`config.mk`:
```
export PLATFORM = sky130hd
export DESIGN_NAME = multicycle_sequencer
export DESIGN_NICKNAME = d
export VERILOG_FILES = /design/src/rtl/multicycle_sequencer.sv
export SDC_FILE = /design/constraint.sdc
export NUM_CORES = 1
export LEC_CHECK = 0
export CORE_ASPECT_RATIO = 2
export CORE_MARGIN = 4
export CORE_UTILIZATION = 36
export DETAILED_ROUTE_END_ITERATION = 7
export GPL_ROUTABILITY_DRIVEN = 1
export PLACE_DENSITY_LB_ADDON = 0.3
export SYNTH_ARGS = -nofsm -noshare
export SYNTH_HDL_FRONTEND = slang
export SYNTH_SLANG_ARGS = --single-unit
```
`constraint.sdc`:
```
create_clock -name clk -period 2.2 [get_ports clk]
set_clock_uncertainty 0.1 [all_clocks]
set_input_delay 0.44 -clock clk [delete_from_list [all_inputs] [get_ports clk]]
set_output_delay 0.44 -clock clk [all_outputs]
set_load 0.005 [all_outputs]
```
`src/rtl/multicycle_sequencer.sv`:
```
// Multicycle control sequencer: FETCH/DECODE/EXEC/MEM/WB plus an interrupt entry state.
// Strobes are decoded from the registered state and the opcode/funct captured at fetch.
module multicycle_sequencer (
   input  logic        clk,
   input  logic        rst,
   input  logic [31:0] ins,
   input  logic        zero,
   input  logic        mem_ready,
   input  logic        int_req,
   output logic        pc_we,
   output logic [1:0]  pc_sel,
   output logic        ir_we,
   output logic        reg_dst,
   output logic        reg_write,
   output logic        alu_src,
   output logic        mem_read,
   output logic        mem_write,
   output logic        mem2reg,
   output logic [2:0]  alu_op,
   output logic [2:0]  state,
   output logic [15:0] retired,
   output logic        illegal
);

   // state | meaning
   // 0 FETCH  | load IR, or divert to INT when an interrupt is pending
   // 1 DECODE | dispatch on captured opcode; j and illegal opcodes finish here
   // 2 EXEC   | ALU operation; beq resolves here
   // 3 MEM    | data access, held until mem_ready
   // 4 WB     | register write-back
   // 5 INT    | jump to the interrupt entry point
   localparam logic [2:0] S_FETCH  = 3'd0;
   localparam logic [2:0] S_DECODE = 3'd1;
   localparam logic [2:0] S_EXEC   = 3'd2;
   localparam logic [2:0] S_MEM    = 3'd3;
   localparam logic [2:0] S_WB     = 3'd4;
   localparam logic [2:0] S_INT    = 3'd5;

   localparam logic [5:0] OP_RTYPE = 6'h00;
   localparam logic [5:0] OP_J     = 6'h02;
   localparam logic [5:0] OP_BEQ   = 6'h04;
   localparam logic [5:0] OP_ADDI  = 6'h08;
   localparam logic [5:0] OP_LW    = 6'h23;
   localparam logic [5:0] OP_SW    = 6'h2B;

   localparam logic [2:0] ALU_AND = 3'b000;
   localparam logic [2:0] ALU_OR  = 3'b001;
   localparam logic [2:0] ALU_ADD = 3'b010;
   localparam logic [2:0] ALU_SUB = 3'b110;
   localparam logic [2:0] ALU_SLT = 3'b111;

   logic [2:0]  state_q, state_d;
   logic [5:0]  op_q, funct_q;
   logic        int_pending;
   logic        illegal_q;
   logic        illegal_now;
   logic [15:0] retired_q;
   logic        is_r, is_addi, is_lw, is_sw, is_beq, is_j, is_exec_op;
   logic [2:0]  exec_alu_op;
   logic        unused_ins;

   // Only opcode and funct fields are of interest to the control path.
   assign unused_ins = ^ins[25:6];

   assign is_r       = (op_q == OP_RTYPE);
   assign is_addi    = (op_q == OP_ADDI);
   assign is_lw      = (op_q == OP_LW);
   assign is_sw      = (op_q == OP_SW);
   assign is_beq     = (op_q == OP_BEQ);
   assign is_j       = (op_q == OP_J);
   assign is_exec_op = is_r | is_addi | is_lw | is_sw | is_beq;

   always_comb begin
      exec_alu_op = ALU_ADD;
      if (is_beq) begin
         exec_alu_op = ALU_SUB;
      end else if (is_r) begin
         case (funct_q)
            6'h22:   exec_alu_op = ALU_SUB;
            6'h24:   exec_alu_op = ALU_AND;
            6'h25:   exec_alu_op = ALU_OR;
            6'h2A:   exec_alu_op = ALU_SLT;
            default: exec_alu_op = ALU_ADD;
         endcase
      end
   end

   always_ff @(posedge clk or posedge rst) begin
      if (rst) begin
         state_q <= S_FETCH;
      end else begin
         state_q <= state_d;
      end
   end

   always_comb begin
      state_d = S_FETCH;
      case (state_q)
         S_FETCH:  state_d = int_pending ? S_INT : S_DECODE;
         S_DECODE: state_d = is_exec_op ? S_EXEC : S_FETCH;
         S_EXEC: begin
            if (is_r || is_addi)     state_d = S_WB;
            else if (is_lw || is_sw) state_d = S_MEM;
            else                     state_d = S_FETCH;
         end
         S_MEM: begin
            if (!mem_ready) state_d = S_MEM;
            else if (is_lw) state_d = S_WB;
            else            state_d = S_FETCH;
         end
         default:  state_d = S_FETCH;
      endcase
   end

   always_comb begin
      pc_we       = 1'b0;
      pc_sel      = 2'd0;
      ir_we       = 1'b0;
      reg_dst     = 1'b0;
      reg_write   = 1'b0;
      alu_src     = 1'b0;
      mem_read    = 1'b0;
      mem_write   = 1'b0;
      mem2reg     = 1'b0;
      alu_op      = 3'b000;
      illegal_now = 1'b0;
      case (state_q)
         S_FETCH: ir_we = !int_pending;
         S_DECODE: begin
            if (is_j) begin
               pc_we  = 1'b1;
               pc_sel = 2'd2;
            end else if (!is_exec_op) begin
               pc_we       = 1'b1;
               illegal_now = 1'b1;
            end
         end
         S_EXEC: begin
            alu_src = is_addi | is_lw | is_sw;
            alu_op  = exec_alu_op;
            if (is_beq) begin
               pc_we  = 1'b1;
               pc_sel = zero ? 2'd1 : 2'd0;
            end
         end
         S_MEM: begin
            mem_read  = is_lw;
            mem_write = is_sw;
            alu_src   = 1'b1;
            alu_op    = ALU_ADD;
            pc_we     = mem_ready & is_sw;
         end
         S_WB: begin
            reg_write = 1'b1;
            reg_dst   = is_r;
            mem2reg   = is_lw;
            alu_src   = is_addi | is_lw;
            alu_op    = exec_alu_op;
            pc_we     = 1'b1;
         end
         S_INT: begin
            pc_we  = 1'b1;
            pc_sel = 2'd3;
         end
         default: ;
      endcase
   end

   // Capture happens only on a real fetch, so an interrupt leaves the last opcode intact.
   always_ff @(posedge clk or posedge rst) begin
      if (rst) begin
         op_q        <= 6'd0;
         funct_q     <= 6'd0;
         int_pending <= 1'b0;
         illegal_q   <= 1'b0;
         retired_q   <= 16'd0;
      end else begin
         if (ir_we) begin
            op_q    <= ins[31:26];
            funct_q <= ins[5:0];
         end
         if (int_req)                int_pending <= 1'b1;
         else if (state_q == S_INT)  int_pending <= 1'b0;
         if (illegal_now)            illegal_q   <= 1'b1;
         if (pc_we && state_q != S_INT) retired_q <= retired_q + 16'd1;
      end
   end

   assign state   = state_q;
   assign retired = retired_q;
   assign illegal = illegal_q | illegal_now;

endmodule

```
==> summary.md, run 1 <==
| Metric | Value |
|---|---|
| Mean area per synthesized cell | ~11 um^2 |
| Post-Layout Cell Count | between 300 and 400 |
| Critical Path Sink | pc_we |
| Via Count | approximately 1800 |
| Layout net count | 317 |
| Htree depth | 2 |
| Worst R2R Path Depth | 6 |
| Layout filler cell count | 440 |
| Worst Path Arrival | roughly 1.8 ns |
| DRT Pass-1 Iters | 4 |
| Max Cap Viol | 0 |
| Hold Violations, Final | 0 |
| Clock transition at path regs | about 0.070 ns |
| Post-Synthesis Cells | roughly 180 |
| Tightest Pin Transition | approximately 0.43 ns |
| Min Tclk post-route | between 2 and 2.5 ns |
| Final setup violating endpoints | 3 |
| Pre-CTS WS | -0.313 ns |
| Status | finished with violations |
| Total negative slack | -0.161 ns |
| Critical Path Start | op_q[0] |
| Ys async rst share | 1.00 |
| Die height | 110 um |
| Starting Density | 0.369 |
| Via density | 5.39 |
| Synth unique cells | 51 |
| Pin count of the biggest net entering global routing | 34 |
| CTS tree | done |
| Post-synth EDFFs | 0 |
| Final WS setup | -0.0856 ns |
| R2r setup slk | 0.07 ns |
| Worst skew pair latency | 0.28 ns |
| Synth top area share | 0.440 |
| Clock Path Buffers | 2 |
| Crit-path max FO | 3 |
| Sequential-to-total area share from yosys stat | 0.440 |
| Mapped Area | ~0.0019 mm^2 |
| Max_slew headroom | 0.715 |
| CTS sink cnt | 33 |
| Worst Path Class, Setup | reg2out |
| Total gr overflow | 0 |
| Critical Path Source Type | register |
| Area Growth Syn to Fin | 60.9% |
| Antenna Nets Post-Route | 0 |
| DR WL/cell | between 15 and 20 um |
| Syn_nets | between 200 and 250 |
| FP Rows | 37 |
| Max Slew Vio Count | 0 |
| Yosys top cell by area | dfrtp_1 |
| DR DRC count | 0 |
| Vias in the first global route | 2013 |
| Unrepaired setup endpoints after global routing | true |
| Peak Freq | 438 MHz |
| DP Cell Count | slightly above 300 |
| Initial antenna violation count | 0 |
| CTS Buf Count | 5 |
| Main synth FF type | dfrtp_1 |
| Routed WL | roughly 5600 um |
| Root Buffer | clkbuf_8 |
| Critical R2R Launch | op_q[0] |
| Yosys Warn Count | 0 |
| N_diodes | 0 |
| Final Cycle Share | 1.04 |
| Hold Crit Class | reg2reg |
| Die W | slightly below 60 um |
| Worst path required time | roughly 1.7 ns |
| CTS Hold Bufs | 0 |
| VDD IR max | approximately 0.00074 V |
| GR Util All Layers | 0.180 |
| Hpwl dp | about 4000 um |
| Placeable Area | ~0.005 mm^2 |
| IO buf count | 49 |
| Die area | 0.00650 mm^2 |
| Top Ports | 70 |
| RePlAce Congestion | between 0.8 and 0.9 |
| RR Endpoint | retired[1] |
| Final Hold Slack | approximately 0.37 ns |
| Synth Register Bits | 33 |
| Layout cells sized above 1 | 0.432 |
| Area contributors post-synth | dfrtp_1 (44%), mux2_2 (6.6%), xnor2_1 (6.5%) |
| First-pass GRT wire length | slightly below 9000 um |
| Violated checks | setup timing |
| Number of DRC markers in iteration 0 | 43 |
| Leakage | around 0.0013 uW |
| CP Capture Type | output port |
| Power density cells | approximately 1100 mW/mm^2 |
==> synth_stat cells, drive strengths merged (4+ instances only) <==
cell type,number
a21o,4
a21oi,8
and2,4
and3,9
buf,5
dfrtp,33
mux2,12
nand2,11
nand2b,4
nand3,4
nor2,15
o21ai,7
xnor2,14
==> power by group <==
group | switching [uW] | internal [uW]
logic | 831 | 1110
registers | 229 | 808
clock network | 221 | 219
total | 1280 | 2130
==> flip-flops by register name (all words and copies together) (netlist names) <==
name and cells:
int_pending 1, state 3, retired 16, illegal_q 1
op_q 6, funct_q 6
==> worst min-delay path by stage <==
stage / from / endpoint / slack, ns / cells past startpoint
2_1_floorplan: illegal_q / illegal_q / 0.33 / 1
3_3_place_gp: illegal_q / illegal_q / 0.34 / 1
3_5_place_dp: illegal_q / illegal_q / 0.35 / 1
4_1_cts: illegal_q / illegal_q / 0.37 / 1
5_1_grt: illegal_q / illegal_q / 0.39 / 1
6_report: illegal_q / illegal_q / 0.37 / 1
==> worst max-delay path: stages, from the launching register on <==
cell     delay, ns
dfrtp_1       0.43
nor3_4        0.24
buf_4         0.15
a221o_4       0.16
buf_6         0.11
nand2_4       0.04
or2_4         0.22
buf_6         0.11
==> metrics by stage <==
step	utilization	total power [uW]	cell area, um^2
after detailed placement	0.524	2510	2670
after global placement	0.524	2480	2670
after global routing	0.593	3650	3020
after CTS	0.572	3240	2910
final	0.593	3410	3020
after floorplan	-	1760	1880
==> area by class of cell <==
class,count,area [um^2],area share
Clock inverter,2,10.0,0.00331
Multi-Input combinational cell,133,1130,0.373
Sequential cell,33,830,0.275
Tap cell,58,72.6,0.0240
Clock buffer,6,72.6,0.0240
Timing Repair Buffer,103,898,0.297
Inverter,3,11.3,0.00373
==> cell usage in the layout (no fill, tap or decap), types with 4 or more instances in the layout <==
cell / n
a21o_1: 4
a21oi_1: 5
and3_1: 8
buf_2: 7
buf_4: 43
buf_6: 11
clkbuf_8: 5
clkdlybuf4s50_1: 35
dfrtp_1: 30
mux2_2: 11
nand2_1: 8
nor2_1: 11
nor2_4: 4
xnor2_1: 14
==> layer usage <==
metal	wire [um]	global-route usage
met3	217	0.0350
met1	1710	0.152
met4	373	0.144
met2	3280	0.343
met5	0	0
==> what timing repair did <==
item,CTS,global route
pin swaps,13,9
resized for setup,61,30
setup buffers,16,4
setup endpoints to repair,14,12
==> cell families (layout without fill, tap and decap cells) <==
group / count (synthesis) / count (layout) / share of synthesized area
flops: 33 / 33 / 0.440
compound gates: 39 / 39 / 0.164
simple gates: 66 / 66 / 0.217
fa+ha+maj: 1 / 1 / 0.00667
mux: 12 / 12 / 0.0740
buf+inv: 10 / 114 / 0.0280
xor+xnor: 15 / 15 / 0.0700
Note: power is estimated with default switching activity, not from simulation.
==> run 2, diff against run 1 <==
Settings changed: CELL_PAD_IN_SITES_DETAIL_PLACEMENT from default to 0, CELL_PAD_IN_SITES_GLOBAL_PLACEMENT from default to 1, CORE_UTILIZATION 36 to 33, SKIP_LAST_GASP from default to 1.
==> summary.md, run 2 (synthesis gave the netlist of run 1 again) <==
| Metric | Value |
|---|---|
| Max Slew Vio Count | 0 (unchanged) |
| Critical Path Source Type | register |
| Violated checks | setup timing |
| Power density cells | 1100 mW/mm^2 (-2.6%) |
| Pin count of the biggest net entering global routing | 34 (unchanged) |
| CP max stage delay | 0.44 ns (about the same) |
| Leakage | 0.00128 uW (-4.4%) |
| Layout net count | 312 (-1.6%) |
| Most used cell, CP | buf_6 |
| Max_slew headroom | 0.718 (+0.00340) |
| Layout filler cell count | 506 (+15%) |
| GR Util All Layers | 0.156 (-0.0246) |
| Die height | 115 um (+4.1%) |
| Critical R2R Launch | op_q[1] |
| Htree depth | 2 (unchanged) |
| Tightest Pin Transition | 0.422 ns (-0.00510 ns) |
| Max reg flops | 16 (unchanged) |
| Min-delay src | illegal_q |
| Antenna Nets Post-Route | 0 (unchanged) |
| Placeable Area | 0.00547 mm^2 (+7.4%) |
| Die area | 0.00703 mm^2 (+8.1%) |
| RePlAce Congestion | 0.783 (-8.3%) |
| Hold path cells | 1 (unchanged) |
| CP Capture Type | output port |
| Hold Crit Class | reg2reg |
| Max Cap Viol | 0 (unchanged) |
| Top Ports | 70 (unchanged) |
| DR DRC count | 0 (unchanged) |
| FP Rows | 38 (+2.7%) |
| Pwr Total | 3200 uW (-6.1%) |
| Min Tclk post-route | 2.34 ns (+0.0556 ns) |
| Vias in the first global route | 1715 (-15%) |
| DRT Pass-1 Iters | 4 (unchanged) |
| Final WS setup | -0.141 ns (-0.0556 ns) |
| Clock Path Buffers | 2 (unchanged) |
| Cell Area, Placed | 0.00268 mm^2 (+0.47%) |
| Peak Freq | 427 MHz (-2.4%) |
| CTS sink cnt | 33 (unchanged) |
| Commonest non-fill, non-tap cell in the layout | buf_4 |
| Grt met1 use | 0.151 (-0.00156) |
| Worst Path Class, Setup | reg2out |
| Via density | 5.24 (-2.7%) |
| Die W | 61.3 um (+3.8%) |
| Crit-path slowest cell | dfrtp_2 |
| First-pass GRT wire length | 8060 um (-7.6%) |
| Grt peak-use layer | met2 |
| Via Count | 1756 (-3.6%) |
| Critical path, cell by cell | and3_4 -> buf_6 -> a221o_4 -> buf_6 -> inv_2 -> a21o_1 -> buf_2 |
| Final Hold Slack | 0.371 ns (+0.00440 ns) |
| Initial antenna violation count | 0 (unchanged) |
| IO buf count | 49 (unchanged) |
| CTS Buf Count | 5 (unchanged) |
| Hold Violations, Final | 0 (unchanged) |
| Most frequent cells in the layout | buf_4 (43), clkdlybuf4s50_1 (35), dfrtp_1 (29) |
| N_diodes | 0 (unchanged) |
| Crit-path max FO | 4 (+1) |
| Worst Path Arrival | 1.80 ns (+0.05 ns) |
| Met2 Resource Use GR | 0.296 (-0.0470) |
| Hpwl dp | 3970 um (+0.38%) |
| Unrepaired setup endpoints after global routing | true |
| CTS tree | done |
| Critical Path Start | op_q[1] |
| Post-route cell area | 0.00291 mm^2 (-3.6%) |
| Final Cycle Share | 1.06 (+0.0253) |
| Worst R2R Path Depth | 6 (unchanged) |
| Number of DRC markers in iteration 0 | 55 (+28%) |
| Area Growth Syn to Fin | 55.1% |
| DR WL/cell | 15.8 um (-4.4%) |
| Met3 Use GR | 0.0293 (-0.00562) |
| Routed WL | 5280 um (-5.3%) |
| Total gr overflow | 0 (unchanged) |
| Final setup violating endpoints | 3 (unchanged) |
| Worst skew pair latency | 0.29 ns (about the same) |
| Root Buffer | clkbuf_8 |
| Status | finished with violations |
| Layout cells sized above 1 | 0.393 (-0.0394) |
| Clock transition at path regs | 0.07 ns (about the same) |
| VDD IR max | 0.000650 V (-12%) |
| Worst path required time | 1.66 ns (about the same) |
| Starting Density | 0.343 (-0.0253) |
==> run 2: report_power, final <==
group / switching (uW) / internal, uW
logic: 719 / 993
clock network: 234 / 218
registers: 230 / 809
==> run 2: layout make-up <==
class,instances,area [um^2],area share
multi-input cells,133,1070,0.367
clock buffers,5,68.8,0.0236
well taps,60,75.1,0.0258
clock inverters,3,17.5,0.00602
inverters,3,11.3,0.00387
repair buffers,98,838,0.288
flip-flops and latches,33,831,0.285
==> run 2: per-stage QoR <==
step                setup TNS, ns  utilization  worst slack [ns]  std cells
global placement           -0.710        0.490            -0.324        315
global route               -0.836        0.532            -0.212        335
floorplan                       0            -             0.286        176
CTS                        -0.773        0.517            -0.254        329
detailed placement         -0.717        0.490            -0.328        315
finish                     -0.273        0.532            -0.141        335
==> run 2: final timing paths <==
kind                               to  slack [ns]
max reg2reg                retired[1]        0.11
max in group asynchronous     op_q[1]        1.24
max                           illegal       -0.14
min reg2reg                 illegal_q        0.37
min in group asynchronous   illegal_q        0.44
min                         illegal_q        0.37
==> run 2: worst max-delay path, delay by kind of cell, from the launching register on <==
family	cells	cell delay (ns)
compound gates	2	0.50
flops	1	0.44
buf+inv	4	0.38
simple gates	1	0.20
==> run 2: layer usage <==
layer,wire length (um),share of wire
met2,3160,0.60
met5,0,0
met1,1710,0.32
met3,274,0.052
met4,141,0.027
==> run 2: timing repair <==
item	in CTS	in global routing
setup buffers	6	7
hold buffers	0	0
setup endpoints to repair	14	15
pin swaps	8	9
gates resized for setup	39	28
